**config.mk**
```make
export PLATFORM = sky130hd
export DESIGN_NAME = jtag_tap_multi_flat
export DESIGN_NICKNAME = d
export VERILOG_FILES = /design/src/rtl/jtag_tap_pkg.sv /design/src/rtl/jtag_tap_multi_if.sv /design/src/rtl/jtag_tap_fsm.sv /design/src/rtl/jtag_tap_multi.sv /design/src/flat_wrapper.sv
export SDC_FILE = /design/constraint.sdc
export NUM_CORES = 1
export LEC_CHECK = 0
export BUFFER_PORTS_ARGS = -buffer_cell sky130_fd_sc_hd__buf_2
export CAP_MARGIN = 40
export CORE_ASPECT_RATIO = 0.6
export CORE_MARGIN = 3
export CORE_UTILIZATION = 44
export CTS_CLUSTER_DIAMETER = 200
export DETAILED_ROUTE_END_ITERATION = 10
export PLACE_DENSITY = 0.68
export SLEW_MARGIN = 10
export SYNTH_ARGS = -nofsm -noshare
export SYNTH_HDL_FRONTEND = slang
export SYNTH_SLANG_ARGS = --single-unit
```
**constraint.sdc**
```tcl
create_clock -name tck_i -period 1.3 [get_ports tck_i]
set_input_delay 0.065 -clock tck_i [delete_from_list [all_inputs] [get_ports tck_i]]
set_output_delay 0.065 -clock tck_i [all_outputs]
set_load 0.05 [all_outputs]
```
**src/rtl/jtag_tap_pkg.sv**
```systemverilog
`default_nettype none
// ============================================================================
// Module      : jtag_tap_pkg
// Description : Shared TAP state encoding, IDCODE width and BYPASS opcode.
// Revision    : 1.0 - initial release
// ============================================================================
package jtag_tap_pkg;

    localparam int unsigned c_idcode_width = 32;

    // Encoding follows the customary 1149.1 numbering so state_o matches lab tools
    typedef enum logic [3:0] {
        ST_EXIT2_DR  = 4'h0,
        ST_EXIT1_DR  = 4'h1,
        ST_SHIFT_DR  = 4'h2,
        ST_PAUSE_DR  = 4'h3,
        ST_SEL_IR    = 4'h4,
        ST_UPDATE_DR = 4'h5,
        ST_CAP_DR    = 4'h6,
        ST_SEL_DR    = 4'h7,
        ST_EXIT2_IR  = 4'h8,
        ST_EXIT1_IR  = 4'h9,
        ST_SHIFT_IR  = 4'hA,
        ST_PAUSE_IR  = 4'hB,
        ST_RTI       = 4'hC,
        ST_UPDATE_IR = 4'hD,
        ST_CAP_IR    = 4'hE,
        ST_TLR       = 4'hF
    } tap_state_e;

    function automatic int unsigned bypass_opcode(input int unsigned width);
        return (32'd1 << width) - 32'd1;
    endfunction

endpackage
`default_nettype wire

```
**src/rtl/jtag_tap_multi_if.sv**
```systemverilog
`default_nettype none
// ============================================================================
// Module      : jtag_tap_multi_if
// Description : JTAG pin and user-chain signal bundle for jtag_tap_multi.
// Revision    : 1.0 - initial release
// ============================================================================
interface jtag_tap_multi_if
    import jtag_tap_pkg::*;
#(
    parameter int IR_WIDTH    = 5,
    parameter int NUM_USER_DR = 2
);
    logic                   tms_i;
    logic                   td_i;
    logic                   td_o;
    logic                   tdo_oe_o;
    logic [IR_WIDTH-1:0]    ir_o;
    logic [NUM_USER_DR-1:0] dr_sel_o;
    logic                   capture_dr_o;
    logic                   shift_dr_o;
    logic                   update_dr_o;
    logic [NUM_USER_DR-1:0] user_tdo_i;
    tap_state_e             state_o;

    modport master (
        output tms_i, td_i, user_tdo_i,
        input  td_o, tdo_oe_o, ir_o, dr_sel_o, capture_dr_o, shift_dr_o,
               update_dr_o, state_o
    );

    modport slave (
        input  tms_i, td_i, user_tdo_i,
        output td_o, tdo_oe_o, ir_o, dr_sel_o, capture_dr_o, shift_dr_o,
               update_dr_o, state_o
    );
endinterface
`default_nettype wire

```
**src/rtl/jtag_tap_fsm.sv**
```systemverilog
`default_nettype none
// ============================================================================
// Module      : jtag_tap_fsm
// Description : 16-state TAP controller state register and next-state logic.
// Revision    : 1.0 - initial release
// ============================================================================
module jtag_tap_fsm
    import jtag_tap_pkg::*;
(
    input  wire logic tck_i,
    input  wire logic trst_i,
    input  wire logic tms_i,
    output tap_state_e state_o
);

    tap_state_e state_q;
    tap_state_e state_d;

    always_comb begin
        state_d = state_q;
        unique case (state_q)
            ST_TLR:       state_d = tms_i ? ST_TLR       : ST_RTI;
            ST_RTI:       state_d = tms_i ? ST_SEL_DR    : ST_RTI;
            ST_SEL_DR:    state_d = tms_i ? ST_SEL_IR    : ST_CAP_DR;
            ST_CAP_DR:    state_d = tms_i ? ST_EXIT1_DR  : ST_SHIFT_DR;
            ST_SHIFT_DR:  state_d = tms_i ? ST_EXIT1_DR  : ST_SHIFT_DR;
            ST_EXIT1_DR:  state_d = tms_i ? ST_UPDATE_DR : ST_PAUSE_DR;
            ST_PAUSE_DR:  state_d = tms_i ? ST_EXIT2_DR  : ST_PAUSE_DR;
            ST_EXIT2_DR:  state_d = tms_i ? ST_UPDATE_DR : ST_SHIFT_DR;
            ST_UPDATE_DR: state_d = tms_i ? ST_SEL_DR    : ST_RTI;
            ST_SEL_IR:    state_d = tms_i ? ST_TLR       : ST_CAP_IR;
            ST_CAP_IR:    state_d = tms_i ? ST_EXIT1_IR  : ST_SHIFT_IR;
            ST_SHIFT_IR:  state_d = tms_i ? ST_EXIT1_IR  : ST_SHIFT_IR;
            ST_EXIT1_IR:  state_d = tms_i ? ST_UPDATE_IR : ST_PAUSE_IR;
            ST_PAUSE_IR:  state_d = tms_i ? ST_EXIT2_IR  : ST_PAUSE_IR;
            ST_EXIT2_IR:  state_d = tms_i ? ST_UPDATE_IR : ST_SHIFT_IR;
            ST_UPDATE_IR: state_d = tms_i ? ST_SEL_DR    : ST_RTI;
        endcase
    end

    always_ff @(posedge tck_i) begin
        if (trst_i) begin
            state_q <= ST_TLR;
        end else begin
            state_q <= state_d;
        end
    end

    assign state_o = state_q;

endmodule
`default_nettype wire

```
**src/rtl/jtag_tap_multi.sv**
```systemverilog
`default_nettype none
// ============================================================================
// Module      : jtag_tap_multi
// Description : Parametrised TAP with IR, IDCODE/BYPASS DRs and user chains.
// Revision    : 1.0 - initial release
// ============================================================================
module jtag_tap_multi
    import jtag_tap_pkg::*;
#(
    parameter int                        IR_WIDTH     = 5,
    parameter int                        NUM_USER_DR  = 2,
    parameter int unsigned               USER_IR_BASE = 'h10,
    parameter logic [c_idcode_width-1:0] IDCODE_VAL   = 32'h10E3_1913,
    parameter int unsigned               IDCODE_IR    = 'h01
) (
    input  wire logic        tck_i,
    input  wire logic        trst_i,
    jtag_tap_multi_if.slave  jtag
);

    localparam logic [IR_WIDTH-1:0] c_ir_idcode  = IR_WIDTH'(IDCODE_IR);
    localparam logic [IR_WIDTH-1:0] c_ir_bypass  = IR_WIDTH'(bypass_opcode(IR_WIDTH));
    localparam logic [IR_WIDTH-1:0] c_ir_capture = IR_WIDTH'(1);

    tap_state_e w_state;

    logic [IR_WIDTH-1:0]       ir_q, ir_d;
    logic [IR_WIDTH-1:0]       ir_shift_q, ir_shift_d;
    logic [c_idcode_width-1:0] idcode_q, idcode_d;
    logic                      bypass_q, bypass_d;

    logic [NUM_USER_DR-1:0]    w_user_hit;
    logic [NUM_USER_DR-1:0]    w_dr_sel;
    logic                      w_sel_idcode;
    logic                      w_sel_bypass;
    logic                      w_td_o;

    jtag_tap_fsm u_fsm (
        .tck_i   (tck_i),
        .trst_i  (trst_i),
        .tms_i   (jtag.tms_i),
        .state_o (w_state)
    );

    generate
        for (genvar k = 0; k < NUM_USER_DR; k++) begin : g_dr_sel
            assign w_user_hit[k] = (ir_q == IR_WIDTH'(USER_IR_BASE + k));
        end
    endgenerate

    // All-ones always means BYPASS, even if a user range would overlap it
    assign w_sel_idcode = (ir_q == c_ir_idcode);
    assign w_dr_sel     = (w_sel_idcode || (ir_q == c_ir_bypass)) ? '0 : w_user_hit;
    assign w_sel_bypass = !w_sel_idcode && (w_dr_sel == '0);

    always_comb begin
        ir_d       = ir_q;
        ir_shift_d = ir_shift_q;
        idcode_d   = idcode_q;
        bypass_d   = bypass_q;
        unique case (w_state)
            ST_CAP_IR:    ir_shift_d = c_ir_capture;
            ST_SHIFT_IR:  ir_shift_d = {jtag.td_i, ir_shift_q[IR_WIDTH-1:1]};
            ST_UPDATE_IR: ir_d = ir_shift_q;
            ST_CAP_DR: begin
                idcode_d = IDCODE_VAL;
                bypass_d = 1'b0;
            end
            ST_SHIFT_DR: begin
                if (w_sel_idcode) idcode_d = {jtag.td_i, idcode_q[c_idcode_width-1:1]};
                if (w_sel_bypass) bypass_d = jtag.td_i;
            end
            default: ;
        endcase
        // SEL_IR with tms high is the only arc into TLR; load IDCODE on that edge
        if ((w_state == ST_TLR) || ((w_state == ST_SEL_IR) && jtag.tms_i)) begin
            ir_d = c_ir_idcode;
        end
    end

    always_ff @(posedge tck_i) begin
        if (trst_i) begin
            ir_q       <= c_ir_idcode;
            ir_shift_q <= '0;
            idcode_q   <= IDCODE_VAL;
            bypass_q   <= 1'b0;
        end else begin
            ir_q       <= ir_d;
            ir_shift_q <= ir_shift_d;
            idcode_q   <= idcode_d;
            bypass_q   <= bypass_d;
        end
    end

    always_comb begin
        w_td_o = 1'b0;
        if (w_state == ST_SHIFT_IR) begin
            w_td_o = ir_shift_q[0];
        end else if (w_state == ST_SHIFT_DR) begin
            if (w_sel_idcode)      w_td_o = idcode_q[0];
            else if (w_sel_bypass) w_td_o = bypass_q;
            else                   w_td_o = |(w_dr_sel & jtag.user_tdo_i);
        end
    end

    assign jtag.td_o         = w_td_o;
    assign jtag.tdo_oe_o     = (w_state == ST_SHIFT_IR) || (w_state == ST_SHIFT_DR);
    assign jtag.ir_o         = ir_q;
    assign jtag.dr_sel_o     = w_dr_sel;
    assign jtag.capture_dr_o = (w_state == ST_CAP_DR);
    assign jtag.shift_dr_o   = (w_state == ST_SHIFT_DR);
    assign jtag.update_dr_o  = (w_state == ST_UPDATE_DR);
    assign jtag.state_o      = w_state;

endmodule
`default_nettype wire

```
**src/flat_wrapper.sv**
```systemverilog
// flat-port wrapper written by rule: the top's interface ports become plain ports
module jtag_tap_multi_flat import jtag_tap_pkg::*;
#(
    parameter int                        IR_WIDTH     = 5,
    parameter int                        NUM_USER_DR  = 2,
    parameter int unsigned               USER_IR_BASE = 'h10,
    parameter logic [c_idcode_width-1:0] IDCODE_VAL   = 32'h10E3_1913,
    parameter int unsigned               IDCODE_IR    = 'h01
)
  (tck_i, trst_i, jtag_tms_i, jtag_td_i, jtag_user_tdo_i, jtag_td_o, jtag_tdo_oe_o, jtag_ir_o, jtag_dr_sel_o, jtag_capture_dr_o, jtag_shift_dr_o, jtag_update_dr_o, jtag_state_o);
  jtag_tap_multi_if #(.IR_WIDTH(IR_WIDTH), .NUM_USER_DR(NUM_USER_DR)) jtag_i ();
  input  wire logic tck_i;
  input  wire logic trst_i;
  input wire logic [$bits(jtag_i.tms_i)-1:0] jtag_tms_i;
  input wire logic [$bits(jtag_i.td_i)-1:0] jtag_td_i;
  input wire logic [$bits(jtag_i.user_tdo_i)-1:0] jtag_user_tdo_i;
  output wire logic [$bits(jtag_i.td_o)-1:0] jtag_td_o;
  output wire logic [$bits(jtag_i.tdo_oe_o)-1:0] jtag_tdo_oe_o;
  output wire logic [$bits(jtag_i.ir_o)-1:0] jtag_ir_o;
  output wire logic [$bits(jtag_i.dr_sel_o)-1:0] jtag_dr_sel_o;
  output wire logic [$bits(jtag_i.capture_dr_o)-1:0] jtag_capture_dr_o;
  output wire logic [$bits(jtag_i.shift_dr_o)-1:0] jtag_shift_dr_o;
  output wire logic [$bits(jtag_i.update_dr_o)-1:0] jtag_update_dr_o;
  output wire logic [$bits(jtag_i.state_o)-1:0] jtag_state_o;
  assign jtag_i.tms_i = jtag_tms_i;
  assign jtag_i.td_i = jtag_td_i;
  assign jtag_i.user_tdo_i = jtag_user_tdo_i;
  assign jtag_td_o = jtag_i.td_o;
  assign jtag_tdo_oe_o = jtag_i.tdo_oe_o;
  assign jtag_ir_o = jtag_i.ir_o;
  assign jtag_dr_sel_o = jtag_i.dr_sel_o;
  assign jtag_capture_dr_o = jtag_i.capture_dr_o;
  assign jtag_shift_dr_o = jtag_i.shift_dr_o;
  assign jtag_update_dr_o = jtag_i.update_dr_o;
  assign jtag_state_o = jtag_i.state_o;
  jtag_tap_multi #(.IR_WIDTH(IR_WIDTH), .NUM_USER_DR(NUM_USER_DR), .USER_IR_BASE(USER_IR_BASE), .IDCODE_VAL(IDCODE_VAL), .IDCODE_IR(IDCODE_IR)) u_core (.tck_i(tck_i), .trst_i(trst_i), .jtag(jtag_i));
endmodule
```
==> results.toml, run 1 <==
[outcome]
run_status = "finished, violations left"
failing_checks = "negative setup slack"

[critical_path]
delay_heaviest_family_cp = "compound AO/OA/AOI/OAI gates"
cp_launch_type = "flop"
worst-endpoint-required_ns = 1.24
worst_path_max_delay_cell = "sky130_fd_sc_hd__dfxtp_4"
critical_path.max_stage_delay_ns = 0.36
worst-r2r-setup-slack_ns = -0.36
highest_fanout_seen_on_the_critical_path = 3
timing_worst_setup_path_type = "flop to output pin"
crit_buf_inv = 1
critical_path.endpoint_type = "output pin"
path_cells = "nor3_4 > o21ai_2 > a221o_1 > a32o_2 > buf_8"
timing.critical_path.arrival_ns = 1.75

[finish]
multiInputGateArea_sq_um = 1380
seq_area_sq_um = 972
layout_common_cells = "38 x sky130_fd_sc_hd__dfxtp_1, 26 x sky130_fd_sc_hd__nor2_1, 21 x sky130_fd_sc_hd__buf_6, 21 x sky130_fd_sc_hd__buf_4, 16 x sky130_fd_sc_hd__inv_1"
layout_commonest_cell = "sky130_fd_sc_hd__dfxtp_1"
num_antenna_cells = 0
layout.core_utilization = 0.762
syn2layout_area_growth_pct = 61.1
finish.cell_count_without_fillers = 339
design.final.nets = 284
drive_gt1_frac = 0.523
fillers = 276
final_cell_area_sq_um = 3230

[cts]
ctsHoldBuffers = 0
insertion_delay_ns = 0.30
worst_setup_hold_path_clk_slew_ns = 0.08
max-clock-path-buffers = 2
tritoncts_num_sinks = 47
ctsHtreeMaxLevel = 2
clock_tree_from_tritoncts = "built"
cts_buffers = 5
clockRootBuffer = "sky130_fd_sc_hd__clkbuf_8"

[floorplanning]
io_pins = 22
die_h_um = 58.3
floorplan.rows = 18
dieArea_sq_um = 5420
placeableCoreArea_sq_um = 4230
overall_die_width_um = 93.1
start_util = 0.473

[sta]
sum_neg_setup_slack_ns = -12.14
max_transition_viols_final = 0
rsz0062_at_grt = "true"
min_period_ns = 1.81
skew_ns = 0.00637
finalSetupViolCount = 46
timing.final.crit_share = 1.39
holdWs_ns = 0.0995
hold_violations = 0
timing.final.ws_setup_ns = -0.512
worstMarginPinSlew_ns = 0.280
max_clk_rate_ghz = 0.552
slew_headroom = 0.813

[route]
dr.max_layer_used = "met4"
drt_drc_violations_left = 0
first_iter_violations = 90
drtPass1Iterations = 5
dr_wl_met3_um = 292
wl_met1_um = 2850
routed_wire_length_per_instance_um = 17.3
wirelength_um = 5870
wl_met2_um = 2620
vias_after_detailed_routing = 1852
ant_nets = 0
via_cell_ratio = 5.46

[grt]
antenna_found_initial = 0
grt_start_max_net_pins = 14
grtUsageTotal = 0.215
via_count_of_the_first_global_routing_pass = 1770
wire_length_of_the_first_global_routing_pass_um = 8910
globalRoute.totalOverflow = 0

[yosys]
synth_enable_flop_cells = 0
syn-num-nets = 225
async_flop_share = 0
seq_area_frac_synth = 0.470
synth_area_per_cell_sq_um = 9.15
synth.cell_area_sq_um = 2000
synth.top_cell.area_share = 0.470
yosysTopAreaCell = "sky130_fd_sc_hd__dfxtp_1"
synth_area_leaders = "sky130_fd_sc_hd__dfxtp_1 47%, sky130_fd_sc_hd__nor2_1 5.8%, sky130_fd_sc_hd__o32ai_1 5.7%, sky130_fd_sc_hd__nand2b_1 4.7%, sky130_fd_sc_hd__a22oi_1 4.5%"
synthFlopType = "sky130_fd_sc_hd__dfxtp_1"
netlist-cell-type-count = 46
synth_warnings = 0
syn_inst = 219
synth-seq-cells = 47

[power]
power.leakage_nw = 1.25
power.density_cell_area_nw_per_um2 = 905
vdd_drop_max_mv = 0.614
p_total_mw = 2.92

[placed_design]
numPlacedInstances = 311
globalplace.congestion = 0.850
placedInstanceArea_sq_um = 2490
detailed_place_hpwl_um = 3140
portBuffers = 21
post_place_worst_slack_ns = -0.327

[worst_hold_path]
holdCritPathClass = "input port to flop"

[job]
timing.max_cap.violations = 0
cells in the mapped netlist (2+ instances only):
| library cell | number |
|---|---|
| sky130_fd_sc_hd__clkbuf_1 | 6 |
| sky130_fd_sc_hd__o22ai_1 | 3 |
| sky130_fd_sc_hd__o21ai_0 | 3 |
| sky130_fd_sc_hd__nor2b_1 | 2 |
| sky130_fd_sc_hd__nand3b_1 | 2 |
| sky130_fd_sc_hd__nor2_1 | 31 |
| sky130_fd_sc_hd__nand2_1 | 7 |
| sky130_fd_sc_hd__buf_4 | 2 |
| sky130_fd_sc_hd__o32ai_1 | 13 |
| sky130_fd_sc_hd__nor3_1 | 2 |
| sky130_fd_sc_hd__dfxtp_1 | 47 |
| sky130_fd_sc_hd__a22oi_1 | 12 |
| sky130_fd_sc_hd__inv_1 | 17 |
| sky130_fd_sc_hd__o22ai_2 | 3 |
| sky130_fd_sc_hd__mux2i_1 | 4 |
| sky130_fd_sc_hd__nor3b_1 | 3 |
| sky130_fd_sc_hd__a21oi_1 | 5 |
| sky130_fd_sc_hd__buf_6 | 2 |
| sky130_fd_sc_hd__buf_2 | 7 |
| sky130_fd_sc_hd__a211o_1 | 2 |
| sky130_fd_sc_hd__o21ai_1 | 3 |
| sky130_fd_sc_hd__nand3_1 | 3 |
| sky130_fd_sc_hd__nand2b_1 | 15 |
| sky130_fd_sc_hd__and3_1 | 3 |
metal layers:
layer | vias up | track usage
li1 | 894 | -
met1 | 897 | 0.305
met2 | 48 | 0.337
met3 | 13 | 0.0415
met4 | 0 | 0.0585
met5 | - | 0
sequential cells by signal (all words and copies together), names as in the netlist:
signal,flops
u_core.bypass_q,1
u_core.idcode_q,32
u_core.ir_shift_q,5
u_core.jtag.ir_o,5
u_core.u_fsm.state_o,4
kinds of logic after synthesis:
group / share of synthesized area
AND/OR/NAND/NOR: 0.222
flip-flops: 0.470
multiplexers: 0.0256
buffers and inverters: 0.0793
AO/OA/AOI/OAI: 0.204
layout make-up:
| cell class | instances | share of cell area |
|---|---|---|
| Clock inverter | 1 | 0.00155 |
| Inverter | 17 | 0.0198 |
| Clock buffer | 7 | 0.0236 |
| Tap cell | 60 | 0.0233 |
| Multi-Input combinational cell | 142 | 0.426 |
| Timing Repair Buffer | 65 | 0.204 |
| Sequential cell | 47 | 0.301 |
final timing paths:
check	start	end	cells after the start
max	u_core.jtag.ir_o[3]	jtag_td_o	5
min	jtag_tms_i	u_core.u_fsm.state_o[0]	2
min reg2reg	u_core.idcode_q[2]	u_core.idcode_q[2]	2
max reg2reg	u_core.jtag.ir_o[3]	u_core.idcode_q[29]	7
repair_timing:
item | 4_1_cts | 5_1_grt
setup endpoints to repair | 41 | 52
setup buffers | 12 | 1
cloned | 6 | 1
pin swaps | 22 | 12
resized for setup | 63 | 25
power by group:
group	switching, mW	leakage [nW]	internal (mW)
Sequential	0.0237	0.383	1.45
Clock	0.488	0.0422	0.378
Combinational	0.325	0.823	0.254
Power figures use the tool's default switching activity.
==> run 2: changes to the inputs <==
CORE_MARGIN = 2   (was 3)
CTS_CLUSTER_DIAMETER = 150   (was 200)
PLACE_DENSITY = 0.66   (was 0.68)
clock period = 2.3 ns   (was 1.3 ns; I/O delays follow)
==> results.toml, run 2 (synthesized netlist as in run 1, its figures left out) <==
[sta]
skew_ns = 0.00988
rsz0062_at_grt = "false"
hold_violations = 0
timing.final.ws_setup_ns = 0.262
sum_neg_setup_slack_ns = 0
max_clk_rate_ghz = 0.491
worstMarginPinSlew_ns = 0.890
min_period_ns = 2.04
holdWs_ns = 0.123
timing.final.crit_share = 0.886
slew_headroom = 0.407
finalSetupViolCount = 0
max_transition_viols_final = 0

[power]
power.density_cell_area_nw_per_um2 = 682
power.leakage_nw = 0.908
vdd_drop_max_mv = 0.384

[critical_path]
critical_path.endpoint_type = "output pin"
highest_fanout_seen_on_the_critical_path = 7
cp_launch_type = "flop"
worst-endpoint-required_ns = 2.18
timing_worst_setup_path_type = "flop to output pin"
timing.critical_path.arrival_ns = 1.92

[route]
first_iter_violations = 82
ant_nets = 0
via_cell_ratio = 5.10
drt_drc_violations_left = 0
routed_wire_length_per_instance_um = 13.2
wirelength_um = 3890
drtPass1Iterations = 4
vias_after_detailed_routing = 1500

[floorplanning]
io_pins = 22
placeableCoreArea_sq_um = 4230
floorplan.rows = 18
start_util = 0.473
dieArea_sq_um = 5130
overall_die_width_um = 91.1
die_h_um = 56.3

[finish]
fillers = 426
layout_common_cells = "47 x sky130_fd_sc_hd__dfxtp_1, 31 x sky130_fd_sc_hd__nor2_1, 21 x sky130_fd_sc_hd__buf_2"
largest_reg_flops = 32
num_antenna_cells = 0
largest_register = "u_core.idcode_q"
layout_commonest_cell = "sky130_fd_sc_hd__dfxtp_1"
design.final.nets = 239
drive_gt1_frac = 0.188
syn2layout_area_growth_pct = 10.7

[job]
timing.max_cap.violations = 0

[grt]
antenna_found_initial = 0
grtUsageTotal = 0.168
wire_length_of_the_first_global_routing_pass_um = 6780
via_count_of_the_first_global_routing_pass = 1316
grt_start_max_net_pins = 58
globalRoute.totalOverflow = 0

[placed_design]
post_place_worst_slack_ns = 0.596
detailed_place_hpwl_um = 2570
globalplace.congestion = 0.791
portBuffers = 21

[cts]
insertion_delay_ns = 0.30
buffer_count_from_post_cts_setup_fixing = 0
cts_buffers = 5
ctsResizeCount = 0
clockRootBuffer = "sky130_fd_sc_hd__clkbuf_8"
ctsHoldBuffers = 0
ctsHtreeMaxLevel = 2
max-clock-path-buffers = 2
worst_setup_hold_path_clk_slew_ns = 0.09
clock_tree_from_tritoncts = "built"
tritoncts_num_sinks = 47

[outcome]
run_status = "finished clean"

[worst_hold_path]
holdCritPathClass = "input port to flop"
## run 2: changes by cell type in the layout (fill, tap and decap cells not counted), moves of 5 or more
cell	delta
sky130_fd_sc_hd__o32ai_4	-7
sky130_fd_sc_hd__buf_2	+8
sky130_fd_sc_hd__o32ai_2	-6
sky130_fd_sc_hd__a22oi_1	+12
sky130_fd_sc_hd__a22oi_2	-12
sky130_fd_sc_hd__dfxtp_4	-8
sky130_fd_sc_hd__nor2_1	+5
sky130_fd_sc_hd__buf_6	-21
sky130_fd_sc_hd__buf_4	-18
sky130_fd_sc_hd__dfxtp_1	+9
sky130_fd_sc_hd__o32ai_1	+13
## run 2: worst paths after layout
check,from,to,slack (ns),depth (start not counted)
setup reg to reg,u_core.u_fsm.state_o[1],u_core.idcode_q[10],0.59,5
hold / removal,jtag_tms_i,u_core.u_fsm.state_o[0],0.12,2
hold reg to reg,u_core.idcode_q[11],u_core.idcode_q[10],0.48,2
setup / recovery,u_core.jtag.ir_o[0],jtag_td_o,0.26,5
## run 2: metal layers
layer,vias up,share of wire,GRT usage
li1,796,-,-
met1,678,0.58,0.268
met2,22,0.37,0.203
met3,4,0.038,0.0430
met4,0,0.012,0.0714
met5,-,0,0
## run 2: layout make-up
type,count,area [sq um],share of cell area
clock buffer,5,68.8,0.0310
timing repair buffer,24,128,0.0576
inverter,17,63.8,0.0288
tap,60,75.1,0.0339
multi-input combinational,138,918,0.414
clock inverter,3,22.5,0.0102
sequential,47,941,0.424
## run 2: metrics by stage
step / cells / instance area (sq um) / total power, mW / utilization
floorplan: 219 / 2020 / 0.998 / -
global placement: 286 / 2130 / 1.03 / 0.502
detailed placement: 286 / 2130 / 1.03 / 0.502
CTS: 294 / 2220 / 1.54 / 0.524
global route: 294 / 2220 / 1.59 / 0.524
finish: 294 / 2220 / 1.51 / 0.524
## run 2: worst max-delay path: stages (launching register included)
cell                      delay (ns)
sky130_fd_sc_hd__dfxtp_1        0.44
sky130_fd_sc_hd__mux2_2         0.35
sky130_fd_sc_hd__and3_1         0.17
sky130_fd_sc_hd__a221o_1        0.26
sky130_fd_sc_hd__a32o_1         0.20
sky130_fd_sc_hd__buf_2          0.21
## run 2: where the power goes
part / internal (mW) / switching [mW] / leakage (nW)
registers: 0.825 / 0.0229 / 0.380
clock network: 0.218 / 0.282 / 0.0485
logic: 0.0511 / 0.113 / 0.479
==> run 3: changes to the inputs <==
RECOVER_POWER = 50   (was default)
==> results.toml, run 3 (synthesized netlist as in run 1, its figures left out) <==
[sta]
hold_violations = 0
slew_headroom = 0.411
worstMarginPinSlew_ns = 0.884
max_transition_viols_final = 0
max_clk_rate_ghz = 0.486
skew_ns = 0.00955
rsz0062_at_grt = "false"
min_period_ns = 2.06
timing.final.ws_setup_ns = 0.243
sum_neg_setup_slack_ns = 0
finalSetupViolCount = 0
timing.final.crit_share = 0.894

[job]
timing.max_cap.violations = 0

[cts]
insertion_delay_ns = 0.30
cts_buffers = 5
ctsResizeCount = 0
clock_tree_from_tritoncts = "built"
clockRootBuffer = "sky130_fd_sc_hd__clkbuf_8"
worst_setup_hold_path_clk_slew_ns = 0.09
buffer_count_from_post_cts_setup_fixing = 0
ctsHoldBuffers = 0
max-clock-path-buffers = 2
tritoncts_num_sinks = 47
ctsHtreeMaxLevel = 2

[critical_path]
cp_launch_type = "flop"
timing.rr.start = "u_core.u_fsm.state_o[1]"
timing.critical_path.arrival_ns = 2.21
critPathLaunch = "u_core.u_fsm.state_o[1]"
worst-r2r-setup-slack_ns = 0.24
critical_path.endpoint_type = "flop"
worstReg2RegEnd = "u_core.idcode_q[16]"
worst-endpoint-required_ns = 2.45
worst-r2r-cell-count = 4
highest_fanout_seen_on_the_critical_path = 12
path_cells = "or3b_1 > nor2_8 > and2_0 > a22oi_1"
worst_path_max_delay_cell = "sky130_fd_sc_hd__dfxtp_1"
critical_path.max_stage_delay_ns = 0.54
timing_worst_setup_path_type = "flop to flop"

[floorplanning]
overall_die_width_um = 91.1
dieArea_sq_um = 5130
io_pins = 22
floorplan.rows = 18
placeableCoreArea_sq_um = 4230
die_h_um = 56.3
start_util = 0.473

[power]
power.density_cell_area_nw_per_um2 = 686
vdd_drop_max_mv = 0.383
power.leakage_nw = 0.875

[route]
first_iter_violations = 60
drtPass1Iterations = 4
wirelength_um = 3870
via_cell_ratio = 5.16
routed_wire_length_per_instance_um = 13.2
ant_nets = 0
vias_after_detailed_routing = 1518
drt_drc_violations_left = 0

[finish]
syn2layout_area_growth_pct = 9.87
drive_gt1_frac = 0.137
finish.cell_count_without_fillers = 294
num_antenna_cells = 0
layout.core_utilization = 0.520
largest_register = "u_core.idcode_q"
design.final.nets = 239
layout_commonest_cell = "sky130_fd_sc_hd__dfxtp_1"
layout_common_cells = "47 x sky130_fd_sc_hd__dfxtp_1, 31 x sky130_fd_sc_hd__nor2_1, 17 x sky130_fd_sc_hd__inv_1"
largest_reg_flops = 32

[grt]
antenna_found_initial = 0
wire_length_of_the_first_global_routing_pass_um = 6780
grt_start_max_net_pins = 58
via_count_of_the_first_global_routing_pass = 1316
globalRoute.totalOverflow = 0
grtUsageTotal = 0.168

[placed_design]
detailed_place_hpwl_um = 2570
numPlacedInstances = 286
post_place_worst_slack_ns = 0.596
globalplace.congestion = 0.791
portBuffers = 21

[outcome]
run_status = "finished clean"

[worst_hold_path]
worstHoldPathCells = 2
worstHoldStart = "jtag_tms_i"
holdCritPathClass = "input port to flop"
hold_end = "u_core.u_fsm.state_o[0]"
run 3: power breakdown:
| part | switching [mW] | internal (mW) | total [mW] |
|---|---|---|---|
| Combinational | 0.113 | 0.0481 | 0.161 |
| Clock | 0.283 | 0.218 | 0.501 |
| Sequential | 0.0227 | 0.825 | 0.847 |
run 3: cell type report:
class	count	area, sq um
Fill cell	433	2030
Clock buffer	5	68.8
Tap cell	60	75.1
Inverter	17	63.8
Timing Repair Buffer	24	115
Multi-Input combinational cell	138	915
Sequential cell	47	941
Clock inverter	3	22.5
run 3: per-stage QoR:
step | area (sq um) | hold slack (ns) | power (mW)
floorplan | 2020 | 0.233 | 0.998
global placement | 2130 | 0.415 | 1.03
detailed placement | 2130 | 0.417 | 1.03
CTS | 2220 | 0.106 | 1.54
global route | 2200 | 0.125 | 1.59
finish | 2200 | 0.120 | 1.51
run 3: routing by layer:
metal | track usage | vias up | share of wire
met5 | 0 | - | 0
met4 | 0.0714 | 0 | 0.012
met3 | 0.0430 | 4 | 0.054
met2 | 0.203 | 33 | 0.37
met1 | 0.268 | 685 | 0.56
li1 | - | 796 | -
run 3: worst max-delay path by stage:
stage / to / depth (start not counted)
after global routing: jtag_td_o / 5
final: u_core.idcode_q[16] / 4
after detailed placement: jtag_td_o / 5
after global placement: jtag_td_o / 5
after floorplan: jtag_td_o / 4
after CTS: jtag_td_o / 5
run 3: critical path: cells and delay by family, from the launching register on:
kind	cells	cell delay, ns
AOI/OAI and AO/OA	1	0.19
DFF	1	0.54
and+or+nand+nor	3	1.19
